--- config.mk ---
export PLATFORM = sky130hd
export DESIGN_NAME = display_controller
export DESIGN_NICKNAME = d
export VERILOG_FILES = /design/src/rtl/display_pkg.sv /design/src/rtl/display_controller_bin2bcd_seq.sv /design/src/rtl/display_controller.sv
export SDC_FILE = /design/constraint.sdc
export NUM_CORES = 1
export LEC_CHECK = 0
export CORE_MARGIN = 5
export CORE_UTILIZATION = 45
export CTS_BUF_LIST = sky130_fd_sc_hd__clkbuf_16
export DETAILED_ROUTE_END_ITERATION = 12
export MAX_ROUTING_LAYER = met4
export SLEW_MARGIN = 0
export SYNTH_ARGS = -nofsm -noshare
export SYNTH_HDL_FRONTEND = slang
export SYNTH_SLANG_ARGS = --single-unit
--- constraint.sdc ---
create_clock -name clk -period 2.7 [get_ports clk]
set_input_delay 0.405 -clock clk [delete_from_list [all_inputs] [get_ports clk]]
set_output_delay 0.405 -clock clk [all_outputs]
set_load 0.05 [all_outputs]
--- src/rtl/display_pkg.sv ---
// Shared glyph constants, FSM state encoding and BCD helper for the display controller.
package display_pkg;

  typedef enum logic [1:0] {StIdle, StConvert, StLoad} state_e;

  // Active-low segment patterns, bit order {g,f,e,d,c,b,a}.
  localparam logic [6:0] SegHex [16] = '{
    7'b1000000, 7'b1111001, 7'b0100100, 7'b0110000,
    7'b0011001, 7'b0010010, 7'b0000010, 7'b1111000,
    7'b0000000, 7'b0010000, 7'b0001000, 7'b0000011,
    7'b1000110, 7'b0100001, 7'b0000110, 7'b0001110
  };
  localparam logic [6:0] SegBlank = 7'b1111111;
  localparam logic [6:0] SegDash  = 7'b0111111;

  // Double-dabble correction: add 3 to every BCD digit that is 5 or more.
  function automatic logic [19:0] bcd_adjust(input logic [19:0] bcd);
    logic [19:0] res;
    res = bcd;
    for (int i = 0; i < 5; i++) begin
      if (res[4*i +: 4] >= 4'd5) res[4*i +: 4] = res[4*i +: 4] + 4'd3;
    end
    return res;
  endfunction

endpackage

--- src/rtl/display_controller_bin2bcd_seq.sv ---
// Sequential 16-bit binary to 5-digit BCD converter (double-dabble), one bit per cycle.
module bin2bcd_seq
  import display_pkg::*;
(
  input  logic        clk,
  input  logic        reset,
  input  logic        start,
  input  logic [15:0] bin,
  output logic        busy,
  output logic        done,
  output logic [19:0] bcd
);

  logic [15:0] bin_q;
  logic [19:0] bcd_q;
  logic [19:0] bcd_adj;
  logic [3:0]  cnt_q;
  logic        busy_q;
  logic        done_q;

  assign bcd_adj = bcd_adjust(bcd_q);

  always_ff @(posedge clk or negedge reset) begin
    if (!reset) begin
      bin_q  <= '0;
      bcd_q  <= '0;
      cnt_q  <= '0;
      busy_q <= 1'b0;
      done_q <= 1'b0;
    end else begin
      done_q <= 1'b0;
      if (start && !busy_q) begin
        // The accumulator starts at zero, so the first iteration is a plain shift.
        bcd_q  <= {19'd0, bin[15]};
        bin_q  <= {bin[14:0], 1'b0};
        cnt_q  <= 4'd1;
        busy_q <= 1'b1;
      end else if (busy_q) begin
        bcd_q <= {bcd_adj[18:0], bin_q[15]};
        bin_q <= {bin_q[14:0], 1'b0};
        cnt_q <= cnt_q + 4'd1;
        if (cnt_q == 4'd15) begin
          busy_q <= 1'b0;
          done_q <= 1'b1;
        end
      end
    end
  end

  assign busy = busy_q;
  assign done = done_q;
  assign bcd  = bcd_q;

endmodule

--- src/rtl/display_controller.sv ---
// Four-digit multiplexed seven-segment driver showing a 16-bit value in hex or decimal.
module display_controller
  import display_pkg::*;
#(
  parameter int unsigned DIGIT_CYCLES = 100000
) (
  input  logic        clk,
  input  logic        reset,
  input  logic [15:0] value,
  input  logic        display_is_hex,
  output logic [3:0]  an,
  output logic [6:0]  seg,
  output logic        dp
);

  localparam int unsigned CntW = (DIGIT_CYCLES > 1) ? $clog2(DIGIT_CYCLES) : 1;

  state_e           state_q, state_d;
  logic [15:0]      value_q;
  logic             mode_q;
  logic [3:0][3:0]  digit_q, digit_d;
  logic [3:0]       blank_q, blank_d;
  logic             dash_q, dash_d;
  logic             change, capture, start, load;
  logic             conv_busy, conv_done;
  logic [19:0]      bcd;
  logic [CntW-1:0]  cnt_q;
  logic [1:0]       idx_q;
  logic [3:0]       an_q;
  logic [6:0]       seg_q;
  logic             dp_q;

  assign change = (value != value_q) || (display_is_hex != mode_q);

  always_ff @(posedge clk or negedge reset) begin
    if (!reset) state_q <= StIdle;
    else        state_q <= state_d;
  end

  always_comb begin
    state_d = state_q;
    case (state_q)
      StIdle:    if (change) state_d = display_is_hex ? StLoad : StConvert;
      StConvert: if (conv_done) state_d = StLoad;
      StLoad:    state_d = StIdle;
      default:   state_d = StIdle;
    endcase
  end

  always_comb begin
    capture = (state_q == StIdle) && change;
    start   = capture && !display_is_hex;
    load    = (state_q == StLoad);
  end

  // Converter samples the same input word that lands in value_q on this edge.
  bin2bcd_seq u_bin2bcd (
    .clk   (clk),
    .reset (reset),
    .start (start),
    .bin   (value),
    .busy  (conv_busy),
    .done  (conv_done),
    .bcd   (bcd)
  );

  always_comb begin
    digit_d = '0;
    blank_d = '0;
    dash_d  = 1'b0;
    if (mode_q) begin
      digit_d = value_q;
    end else if (value_q > 16'd9999) begin
      dash_d = 1'b1;
    end else begin
      digit_d    = bcd[15:0];
      blank_d[3] = (bcd[15:12] == 4'd0);
      blank_d[2] = blank_d[3] && (bcd[11:8] == 4'd0);
      blank_d[1] = blank_d[2] && (bcd[7:4] == 4'd0);
    end
  end

  always_ff @(posedge clk or negedge reset) begin
    if (!reset) begin
      value_q <= '0;
      mode_q  <= 1'b1;
      digit_q <= '0;
      blank_q <= '0;
      dash_q  <= 1'b0;
    end else begin
      if (capture) begin
        value_q <= value;
        mode_q  <= display_is_hex;
      end
      if (load) begin
        digit_q <= digit_d;
        blank_q <= blank_d;
        dash_q  <= dash_d;
      end
    end
  end

  always_ff @(posedge clk or negedge reset) begin
    if (!reset) begin
      cnt_q <= '0;
      idx_q <= '0;
      an_q  <= 4'b1111;
      seg_q <= SegBlank;
      dp_q  <= 1'b1;
    end else begin
      if (cnt_q == CntW'(DIGIT_CYCLES - 1)) begin
        cnt_q <= '0;
        idx_q <= idx_q + 2'd1;
      end else begin
        cnt_q <= cnt_q + 1'b1;
      end
      an_q  <= ~(4'b0001 << idx_q);
      seg_q <= dash_q          ? SegDash  :
               blank_q[idx_q]  ? SegBlank : SegHex[digit_q[idx_q]];
      dp_q  <= !((idx_q == 2'd0) && !mode_q);
    end
  end

  assign an  = an_q;
  assign seg = seg_q;
  assign dp  = dp_q;

endmodule

=== After elaboration in Yosys (flattened, before gate mapping) ===
Memory sizes are Yosys's and may differ from the RTL's.
Index checks and enable logic that the tools add are counted.

* Memories: 1
* Bits in registers: 112
* Input bits: 19
* Word-level logic and storage cells: 101
* Output and inout bits: 12
* ROM bits: 112

* Mux-type cells: 36
* Bitwise gates (word level): 2
* Order comparisons: 8
* Reductions and logical operators: 18
* Add/subtract/negate cells: 8
* Shifts and indexed selects: 1
* Eq/ne operators: 8

{| class="wikitable"
|+ Memory list
! name !! depth !! width !! rd ports !! clocked after Yosys merged registers in !! write ports !! line !! RTL
|-
| (name not given) || 16 || 7 || 1 || 0 || 0 || display_controller.sv:119 || <nowiki>blank_q[idx_q] ? SegBlank : SegHex[digit_q[idx_q]];</nowiki>
|}

{| class="wikitable"
|+ Operators with widths
! cell !! number
|-
| 2-to-1 mux 16 bit || 4
|-
| 2-to-1 mux 20 bit || 2
|-
| 2-to-1 mux 4 bit || 7
|-
| 2-to-1 mux 7 bit || 4
|-
| greater-or-equal comparator 4 x 3 -> 1 bit, second input constant || 5
|-
| adder 17 x 1 -> 17 bit, second input constant || 1
|-
| == test 17 bit, second input constant || 1
|-
| 2-to-1 mux 17 bit || 1
|-
| adder 4 x 2 -> 4 bit, second input constant || 4
|-
| greater-than comparator 16 x 14 -> 1 bit, second input constant || 1
|-
| inequality test 16 bit || 1
|-
| logical NOT 4 bit || 3
|-
| 2-to-1 mux 1 bit || 9
|-
| 2-to-1 mux 3 bit || 3
|-
| binary-select mux 4 bit (select 2 bit) || 1
|-
| logical AND 1 bit || 6
|-
| 2-to-1 mux 2 bit || 3
|-
| greater-or-equal comparator 5 bit, second input constant || 1
|-
| inverter 4 -> 5 bit || 1
|-
| adder 4 x 1 -> 4 bit, second input constant || 1
|-
| == test 4 bit, second input constant || 1
|-
| logical NOT 1 bit || 4
|-
| logical NOT 2 bit || 2
|-
| inverter 4 bit || 1
|-
| other kinds (14) || 14
|}

=== Depth between registers and ports, before layout ===
Gate-level depths: netlist (run 1).

* Depth in word-level cells: 8
* Depth in mapped cells: 8
* Mapped depth without buffers: 7

=== Cells and area by module ===
Synthesis (run 1) repeated with hierarchy kept, for this count alone.

* Cell total of the unflattened synthesis: 526
* Area, all modules: 5620.4 sq um

{| class="wikitable"
|+ By module, submodules not included
! module !! area an instance (sq um) !! cells an instance !! seq. area each (sq um) !! instances
|-
| display_controller || 3447.1 || 314 || 1767.9 || 1
|-
| bin2bcd_seq || 2173.3 || 212 || 1026.0 || 1
|}

=== Least setup slack after synthesis (run 1) ===
Ideal clock, no wire load.

* Path type: register to register
* From: reg mode_q
* To: reg u_bin2bcd.bin_q[2]
* Setup slack: 449 ps
* Buffers on the path: 2
* Setup time: 125 ps
* Clock period less this slack: 2251 ps
* Arrival: 2126 ps
* Cell stages (with the launch flop): 9
* Path through: dfstp_2 > buf_6 > xnor2_1 > nand2_1 > nor4_2 > a2111oi_2 > buf_6 > mux2_2 > mux2_2

* Cells in the longest elaborated chain, start to end: 6
* Elaborated cells between the ends (all ways): 7
* Those cells by class: eq/ne (1); mux (1); reduce/logical (5)

{| class="wikitable"
|+ RTL lines
! item !! line !! RTL
|-
| from (decl) || display_controller.sv:20 || <nowiki>logic mode_q;</nowiki>
|-
| from (signal assigned) || display_controller.sv:93 || <nowiki>mode_q <= display_is_hex;</nowiki>
|-
| inequality test 1 bit (*) || display_controller.sv:33 || <nowiki>assign change = (value != value_q) || (display_is_hex != mode_q);</nowiki>
|-
| logical OR 1 bit (*) || display_controller.sv:33 ||
|-
| logical AND 1 bit (*) || display_controller.sv:51 || <nowiki>capture = (state_q == StIdle) && change;</nowiki>
|-
| logical AND 1 bit (*) || display_controller.sv:52 || <nowiki>start = capture && !display_is_hex;</nowiki>
|-
| logical AND 1 bit (*) || display_controller_bin2bcd_seq.sv:32 || <nowiki>if (start && !busy_q) begin</nowiki>
|-
| 2-to-1 mux 16 bit / nonzero test 2 bit (equally long branches) || n/a ||
|-
| to (signal assigned) || display_controller_bin2bcd_seq.sv:35 || <nowiki>bin_q <= {bin[14:0], 1'b0};</nowiki>
|-
| to (signal assigned) || display_controller_bin2bcd_seq.sv:40 || <nowiki>bin_q <= {bin_q[14:0], 1'b0};</nowiki>
|-
| to (decl) || display_controller_bin2bcd_seq.sv:14 || <nowiki>logic [15:0] bin_q;</nowiki>
|}

Every way passes the cells marked *; elsewhere a longest branch is shown, timed or not.
A chain may end at the register's enable or synchronous reset.

=== Worst setup path after layout (run 1) ===
* From: in value[10]
* To: reg u_bin2bcd.bin_q[15]

* Cells in the longest elaborated chain, start to end: 6
* Elaborated cells between the ends (all ways): 7
* Those cells by class: eq/ne (1); mux (1); reduce/logical (5)

{| class="wikitable"
|+ RTL lines
! item !! line !! RTL
|-
| from (decl) || display_controller.sv:9 || <nowiki>input logic [15:0] value,</nowiki>
|-
| inequality test 16 bit (*) || display_controller.sv:33 ||
|-
| logical OR 1 bit (*) || display_controller.sv:33 ||
|-
| logical AND 1 bit (*) || display_controller.sv:51 ||
|-
| logical AND 1 bit (*) || display_controller.sv:52 ||
|-
| logical AND 1 bit (*) || display_controller_bin2bcd_seq.sv:32 ||
|-
| 2-to-1 mux 16 bit / nonzero test 2 bit (equally long branches) || n/a ||
|}

Marks and branches as above.

==> results.cfg, run 1 <==
[sta]
tightest_slew_ns = 0.5817
rsz0062_at_grt = no
final.min_clock_period_ns = 2.321
max_freq_mhz = 430.8
fin_ws_ns = 0.3785
finalCritPeriodShare = 0.8598
max-slew-margin-rel = 0.6122
finalHoldViolations = 0
finalSetupViolations = 0
clock_skew_ns = 0.008809
slew_violations = 0

[clocking]
clk-insertion-delay-late_ns = 0.35
cts_hold_buf = 0
cts.path.max_buffers = 2
cts.sinks = 107
cts_root_buffer = clkbuf_16
clk_pin_slew_worst_paths_ns = 0.07
tritoncts = built
numCtsBuffers = 9
htreeDepth = 3
postCtsResizedCells = 0
cts_setup_buffers = 0

[final_layout]
drive_gt1_frac = 0.1850
fillerInstances = 1032
n_antenna_cell = 0
nets = 573
final_cell_mix = dfrtp_1 (94), nand2_1 (63), mux2_2 (46)
stdcell_count = 682
syn_to_final_growth_pct = 15.56
mostFrequentLayoutCell = dfrtp_1

[logic_synthesis]
async_flop_share = 1.000
synth_top_family_by_area = simple AND/OR/NAND/NOR gates
synth_compound_area_frac = 0.1052
syn-instance-count = 497
seq_area_frac_synth = 0.4935
synth_fa_ha_area_frac = 0.05272
yosys.area_share.simple = 0.1297
yosysWarningCount = 0
synth_edf_count = 0
synth-main-ff-cell = dfrtp_1
synth_mux_area_frac = 0.1231
synth_xor_area_frac = 0.06257
syn-cell-area_um2 = 5459
syn-num-nets = 539
ys_types = 49
ys_ff_latch = 107
syn_avg_cell_area_um2 = 10.98

[worst_setup_path]
criticalPathCategory = input pin to register
worstPathArrival_ns = 2.56
crit_fanout = 15
reg2regPathDepth = 7
start_kind = input pin
cp-end-kind = register
crit_required_ns = 2.94

[die]
core_area_um2 = 11960
die_h_um = 120.1
ios = 31
chipWidth_um = 120.1
start_util = 0.4564
die-area_um2 = 14430
row_count = 40

[drt]
wl_per_cell_um = 15.55
dr_wl_met2_um = 5054
drc = 0
routed.top_layer = met4
routed_wl_um = 10610
dr_total_vias = 3627
vias_per_cell = 5.318
wl_met3_um = 449
ant_nets = 0
wl_met1_um = 4850
dr.pass1.iters = 4
drt-initial-drc-count = 194

[placed_design]
hpwlAfterDp_um = 7717
globalplace.congestion = 0.8393
port_buffers = 30
pre_cts_ws_ns = -0.01502
place_inst = 667

[grt]
antenna_found_initial = 0
grt_pass1_vias = 3717
grt_pass1_wl_um = 18200
grt_use_total = 0.1637
grt_remaining_overflow = 0
grt_max_degree = 51

[power]
peakVddDrop_v = 0.0005196
power_density_nw_per_um2 = 1114
power.total_uw = 7029
p_leak_uw = 0.002726

[job]
cap_viol_max_count = 0

[worst_hold_path]
hold_path.class = input pin to async pin

[run_status]
outcome = complete, no violations
[cell type report]
cell class	instances	area, um2	share of cell area
inverter	18	67.56	0.01071
clock inverter	6	81.33	0.01289
clock buffer	9	225.2	0.03570
tap	147	183.9	0.02916
sequential	107	2694	0.4270
multi-input combinational	350	2596	0.4115
timing repair buffer	45	460.4	0.07299
[stage by stage]
step	hold WS (ns)	cell area [um2]	util	setup TNS, ns
6_report	0.01993	6309	0.5274	0
5_1_grt	0.06054	6309	0.5274	0
4_1_cts	0.03119	6309	0.5274	0
3_5_place_dp	0.4148	6002	0.5018	-0.03563
3_3_place_gp	0.4144	6002	0.5018	-0.1622
2_1_floorplan	0.1094	5459	-	0
[registers in the layout, summed over array words and instances, names as in the netlist]
signal           flops
digit_q             16
an                   4
cnt_q               17
blank_q              3
mode_q               1
u_bin2bcd.cnt_q      4
u_bin2bcd.bcd       16
dash_q               1
u_bin2bcd.done       1
u_bin2bcd.busy       1
value_q             16
idx_q                2
seg                  7
state_q              2
dp                   1
u_bin2bcd.bin_q     15
[final timing paths]
path,startpoint,slack [ns],end
min,reset,0.02,idx_q[1]
min reg2reg,dash_q,0.44,seg[6]
max in group asynchronous,reset,2.01,mode_q
max,value[10],0.38,u_bin2bcd.bin_q[15]
min in group clk,dash_q,0.44,seg[6]
max reg2reg,value_q[10],0.45,u_bin2bcd.bin_q[15]
[metal layers]
metal / vias up / track usage
li1: 1796 / -
met1: 1744 / 0.2066
met2: 67 / 0.2536
met3: 20 / 0.04194
met4: 0 / 0.06442
met5: - / -
[synth_stat cells (12+ instances only)]
master	instances	share of area
nor2_1	28	0.019
dfrtp_1	94	0.43
nand3_1	12	0.011
a22o_1	18	0.029
inv_1	18	0.012
dfstp_2	13	0.063
clkbuf_1	12	0.0083
xnor2_1	29	0.047
o21ai_0	29	0.027
nand2_1	63	0.043
ha_1	23	0.053
a21oi_1	17	0.016
mux2_2	46	0.095
[worst max-delay path, stage by stage]
cell	delay, ns
clkdlybuf4s50_1	0.53
xnor2_1	0.16
nand4_1	0.14
nor4_2	0.43
a2111oi_4	0.16
buf_12	0.19
mux2_1	0.30
mux2_2	0.26
[kinds of logic after synthesis]
| kind of cell | Yosys count |
|---|---|
| and+or+nand+nor | 146 |
| DFF | 107 |
| AOI/OAI and AO/OA | 86 |
| muxes | 56 |
| buffers and inverters | 40 |
| xor gates and xnor gates | 39 |
| adders and majority gates | 23 |
[power breakdown]
group | total, uW | internal, uW | leakage, uW | switching, uW
logic | 2960 | 1440 | 0.00124 | 1530
registers | 2690 | 2210 | 0.00134 | 488
clock network | 1370 | 801 | 0.000150 | 570
total | 7030 | 4440 | 0.00273 | 2590
Note: power is estimated with default switching activity, not from simulation.
==> run 2, diff against run 1 <==
GPL_TIMING_DRIVEN = 0   (was unset)
==> run 2 against run 1 <==
Critical path depth is the same. Largest cell class unchanged. Worst setup slack got worse by 0.15 ns. Highest routed layer unchanged. Combinational power about the same. Routed wire length up 4.0%. Cell count increased by 1.3%. Die area unchanged.
==> results.cfg, run 2 (synthesis gave the netlist of run 1 again) <==
[run_status]
outcome = complete, no violations

[worst_setup_path]
r2r-end = u_bin2bcd.bin_q[14]
cp-end-kind = register
rrSetupSlack_ns = 0.26
start_kind = input pin
crit_start = value[0]
reg2regPathDepth = 8
crit_fanout = 10
criticalPathCategory = input pin to register
worstReg2RegStart = mode_q
crit_required_ns = 2.94
worstPathArrival_ns = 2.71

[power]
swShare = 0.3783
p_leak_uw = 0.002698
power_density_nw_per_um2 = 1108
seq_power_share = 0.388
comb_power_share = 0.428
peakVddDrop_v = 0.0005450
switching_power_uw = 2622
clockPowerShare = 0.185
power.total_uw = 6930
p_int_uw = 4308

[clocking]
tritoncts = built
cts_hold_buf = 0
clk_pin_slew_worst_paths_ns = 0.07
clk-insertion-delay-late_ns = 0.35
cts.path.max_buffers = 2
cts_setup_buffers = 0
cts_root_buffer = clkbuf_16
numCtsBuffers = 9
cts.sinks = 107
postCtsResizedCells = 0
htreeDepth = 3

[sta]
max_freq_mhz = 405.2
final.min_clock_period_ns = 2.468
slew_violations = 0
finalSetupViolations = 0
rsz0062_at_grt = no
tightest_slew_ns = 0.6988
max-slew-margin-rel = 0.5342
finalHoldViolations = 0
clock_skew_ns = 0.007532
finalCritPeriodShare = 0.9140

[drt]
vias_per_cell = 5.427
dr_total_vias = 3750
routed_wl_um = 11030
drc = 0
ant_nets = 0
drt-initial-drc-count = 218
dr.pass1.iters = 4
wl_per_cell_um = 15.96

[die]
die-area_um2 = 14430
ios = 31
start_util = 0.4564
core_area_um2 = 11960
row_count = 40
chipWidth_um = 120.1
die_h_um = 120.1

[placed_design]
port_buffers = 30
dpl-instance-area_um2 = 5968
globalplace.congestion = 0.8322
hpwlAfterDp_um = 8161

[job]
cap_viol_max_count = 0

[grt]
grt_pass1_wl_um = 19290
antenna_found_initial = 0
grt_remaining_overflow = 0
grt_pass1_vias = 3880
grt_max_degree = 56
grt_use_total = 0.1726

[final_layout]
mostFrequentLayoutCell = dfrtp_1
nets = 581
largest_reg_flops = 17
fin_area_um2 = 6255
final_cell_mix = dfrtp_1 (94), nand2_1 (63), mux2_2 (46)
top_register = cnt_q
drive_gt1_frac = 0.1710
n_antenna_cell = 0
syn_to_final_growth_pct = 14.58

[worst_hold_path]
hold_path.class = input pin to async pin
## run 2: layer usage
layer,vias to the layer above,share of wire,GRT usage
met5,-,0,-
met4,0,0.018,0.04939
met3,16,0.045,0.04760
met2,65,0.48,0.2743
met1,1847,0.45,0.2175
li1,1822,-,-
## run 2: critical path, cell delays in order
cell and delay [ns]:
clkdlybuf4s50_1 0.55, xnor2_1 0.12, nand4_1 0.11, nor4_2 0.08, a2111oi_2 0.59, buf_6 0.25
mux2_1 0.34, mux2_2 0.26
## run 2: layout make-up
cell class | instances | area (um2)
multi-input cells | 350 | 2584
inverters | 18 | 67.56
plain buffers | 22 | 113.9
flip-flops and latches | 107 | 2694
well taps | 147 | 183.9
clock buffers | 9 | 225.2
repair buffers | 31 | 325.3
clock inverters | 7 | 61.31
fillers | 1061 | 5707
## run 2: how the worst max path moves through the flow
| stage | to | depth (start not counted) |
|---|---|---|
| floorplan | u_bin2bcd.bin_q[2] | 8 |
| global placement | u_bin2bcd.cnt_q[0] | 1 |
| detailed placement | value_q[8] | 8 |
| CTS | u_bin2bcd.bin_q[14] | 8 |
| global route | value_q[12] | 8 |
| finish | u_bin2bcd.bin_q[14] | 8 |
## run 2: stage by stage
step / instances / setup slack [ns] / setup TNS, ns / hold slack [ns] / util
3_5_place_dp: 675 / -0.1951 / -4.866 / 0.4400 / 0.4990
5_1_grt: 691 / 0.01174 / 0 / 0.1446 / 0.5229
3_3_place_gp: 674 / -2.808 / -287.38 / 0.4453 / 0.4969
4_1_cts: 691 / 0.1768 / 0 / 0.1179 / 0.5229
6_report: 691 / 0.2322 / 0 / 0.09770 / 0.5229
2_1_floorplan: 497 / 0.4491 / 0 / 0.1094 / -
## run 2: power by group through the flow
stage	logic (uW)	registers, uW	clock network, uW
after floorplan	2100	2790	0
after global placement	2910	2690	0
after detailed placement	2970	2720	0
after CTS	2990	2690	1320
after global routing	3300	2770	1390
final	2960	2690	1280
==> run 3, diff against run 2 <==
CORE_UTILIZATION = 50   (was 45)
PLACE_DENSITY = 0.69   (was unset)
==> run 3 against run 2 <==
Cell count shrank 1.0%. Global-route usage grew 1.4 points. First-iteration DRC count grew 39%. Clock skew grew 0.0017 ns. Die area shrank 9.2%. Sequential share of layout area grew 0.11 points.
==> results.cfg, run 3 (synthesis gave the netlist of run 1 again) <==
[clocking]
postCtsResizedCells = 0
cts_root_buffer = clkbuf_16
cts.path.max_buffers = 2
cts_hold_buf = 0
numCtsBuffers = 9
cts_setup_buffers = 0
clk_pin_slew_worst_paths_ns = 0.07
cts.sinks = 107
tritoncts = built
clk-insertion-delay-late_ns = 0.35
htreeDepth = 3

[grt]
antenna_found_initial = 0
grt_remaining_overflow = 0
grt_max_degree = 59
grt_pass1_wl_um = 18750
grt_pass1_vias = 3921
grt_use_total = 0.1868

[worst_setup_path]
crit_start = display_is_hex
crit_required_ns = 2.94
crit_path_end = u_bin2bcd.bin_q[6]
crit_fanout = 10
criticalPathCategory = input pin to register
start_kind = input pin
r2r-end = u_bin2bcd.bin_q[6]
reg2regPathDepth = 8
rrSetupSlack_ns = 0.23
worstReg2RegStart = mode_q
worstPathArrival_ns = 2.74
cp-end-kind = register

[drt]
drt-initial-drc-count = 304
vias_per_cell = 5.497
wl_per_cell_um = 16.04
dr.pass1.iters = 4
dr_total_vias = 3760
drc = 0
ant_nets = 0
routed_wl_um = 10970

[sta]
finalCritPeriodShare = 0.9246
max_freq_mhz = 400.6
finalHoldViolations = 0
final.min_clock_period_ns = 2.497
clock_skew_ns = 0.009264
max-slew-margin-rel = 0.5733
tightest_slew_ns = 0.6400
finalSetupViolations = 0
slew_violations = 0
rsz0062_at_grt = no
fin_ws_ns = 0.2035

[job]
cap_viol_max_count = 0

[final_layout]
final_cell_mix = dfrtp_1 (94), nand2_1 (63), mux2_2 (46)
mostFrequentLayoutCell = dfrtp_1
syn_to_final_growth_pct = 14.28
top_register = cnt_q
fillerInstances = 914
multi_input_comb_area_um2 = 2584
n_antenna_cell = 0
drive_gt1_frac = 0.1673
largest_reg_flops = 17
utilization = 0.5780
regArea_um2 = 2694
nets = 581

[die]
chipWidth_um = 114.5
ios = 31
die-area_um2 = 13110
core_area_um2 = 10790
die_h_um = 114.5
start_util = 0.5058
row_count = 38

[placed_design]
globalplace.congestion = 0.8568
port_buffers = 30
hpwlAfterDp_um = 8068
pre_cts_ws_ns = -0.1660

[run_status]
outcome = complete, no violations

[power]
power_density_nw_per_um2 = 1107
p_leak_uw = 0.002701
peakVddDrop_v = 0.0006432

[worst_hold_path]
hold_path.class = input pin to async pin
## run 3: through the flow
stage	total power [uW]	cell area, um2	std cells	hold slack (ns)	TNS, ns
4_1_cts	6950	6238	684	0.1025	0
6_report	6906	6238	684	0.08269	0
3_3_place_gp	5563	5934	667	0.4324	-280.99
2_1_floorplan	4888	5459	497	0.1094	0
3_5_place_dp	5676	5959	668	0.4340	-4.022
5_1_grt	7402	6238	684	0.1327	0
## run 3: layer usage
layer  up-vias  track usage  share of wire  wire length, um
li1       1823            -              -                -
met1      1852       0.2305           0.44             4807
met2        70       0.3050           0.50             5527
met3        15      0.04810          0.042              463
met4         0      0.05226          0.016              174
met5         -            -              0                0
## run 3: worst min-delay path by stage
stage / cells past startpoint / from / endpoint
finish: 1 / reset / idx_q[0]
floorplan: 0 / reset / blank_q[1]
global route: 1 / reset / blank_q[1]
CTS: 1 / reset / blank_q[1]
global placement: 1 / dash_q / seg[6]
detailed placement: 1 / dash_q / seg[6]
## run 3: critical path, cell delays in order
cell and delay (ns):
clkdlybuf4s50_1 0.53, xnor2_1 0.18, nand2_1 0.09, nor4_2 0.07
a2111oi_2 0.62, buf_6 0.24, mux2_2 0.34, mux2_2 0.26
## run 3: layout make-up
cell class              count  area share
clock inverters             7    0.008624
plain buffers              22     0.01825
multi-input cells         350      0.4142
well taps                 140     0.02808
repair buffers             31     0.05215
clock buffers               9     0.03610
flip-flops and latches    107      0.4318
inverters                  18     0.01083
## run 3: where the power goes
group / switching, uW / internal (uW)
Sequential: 491 / 2210
Combinational: 1550 / 1390
Clock: 563 / 702
Total: 2610 / 4300
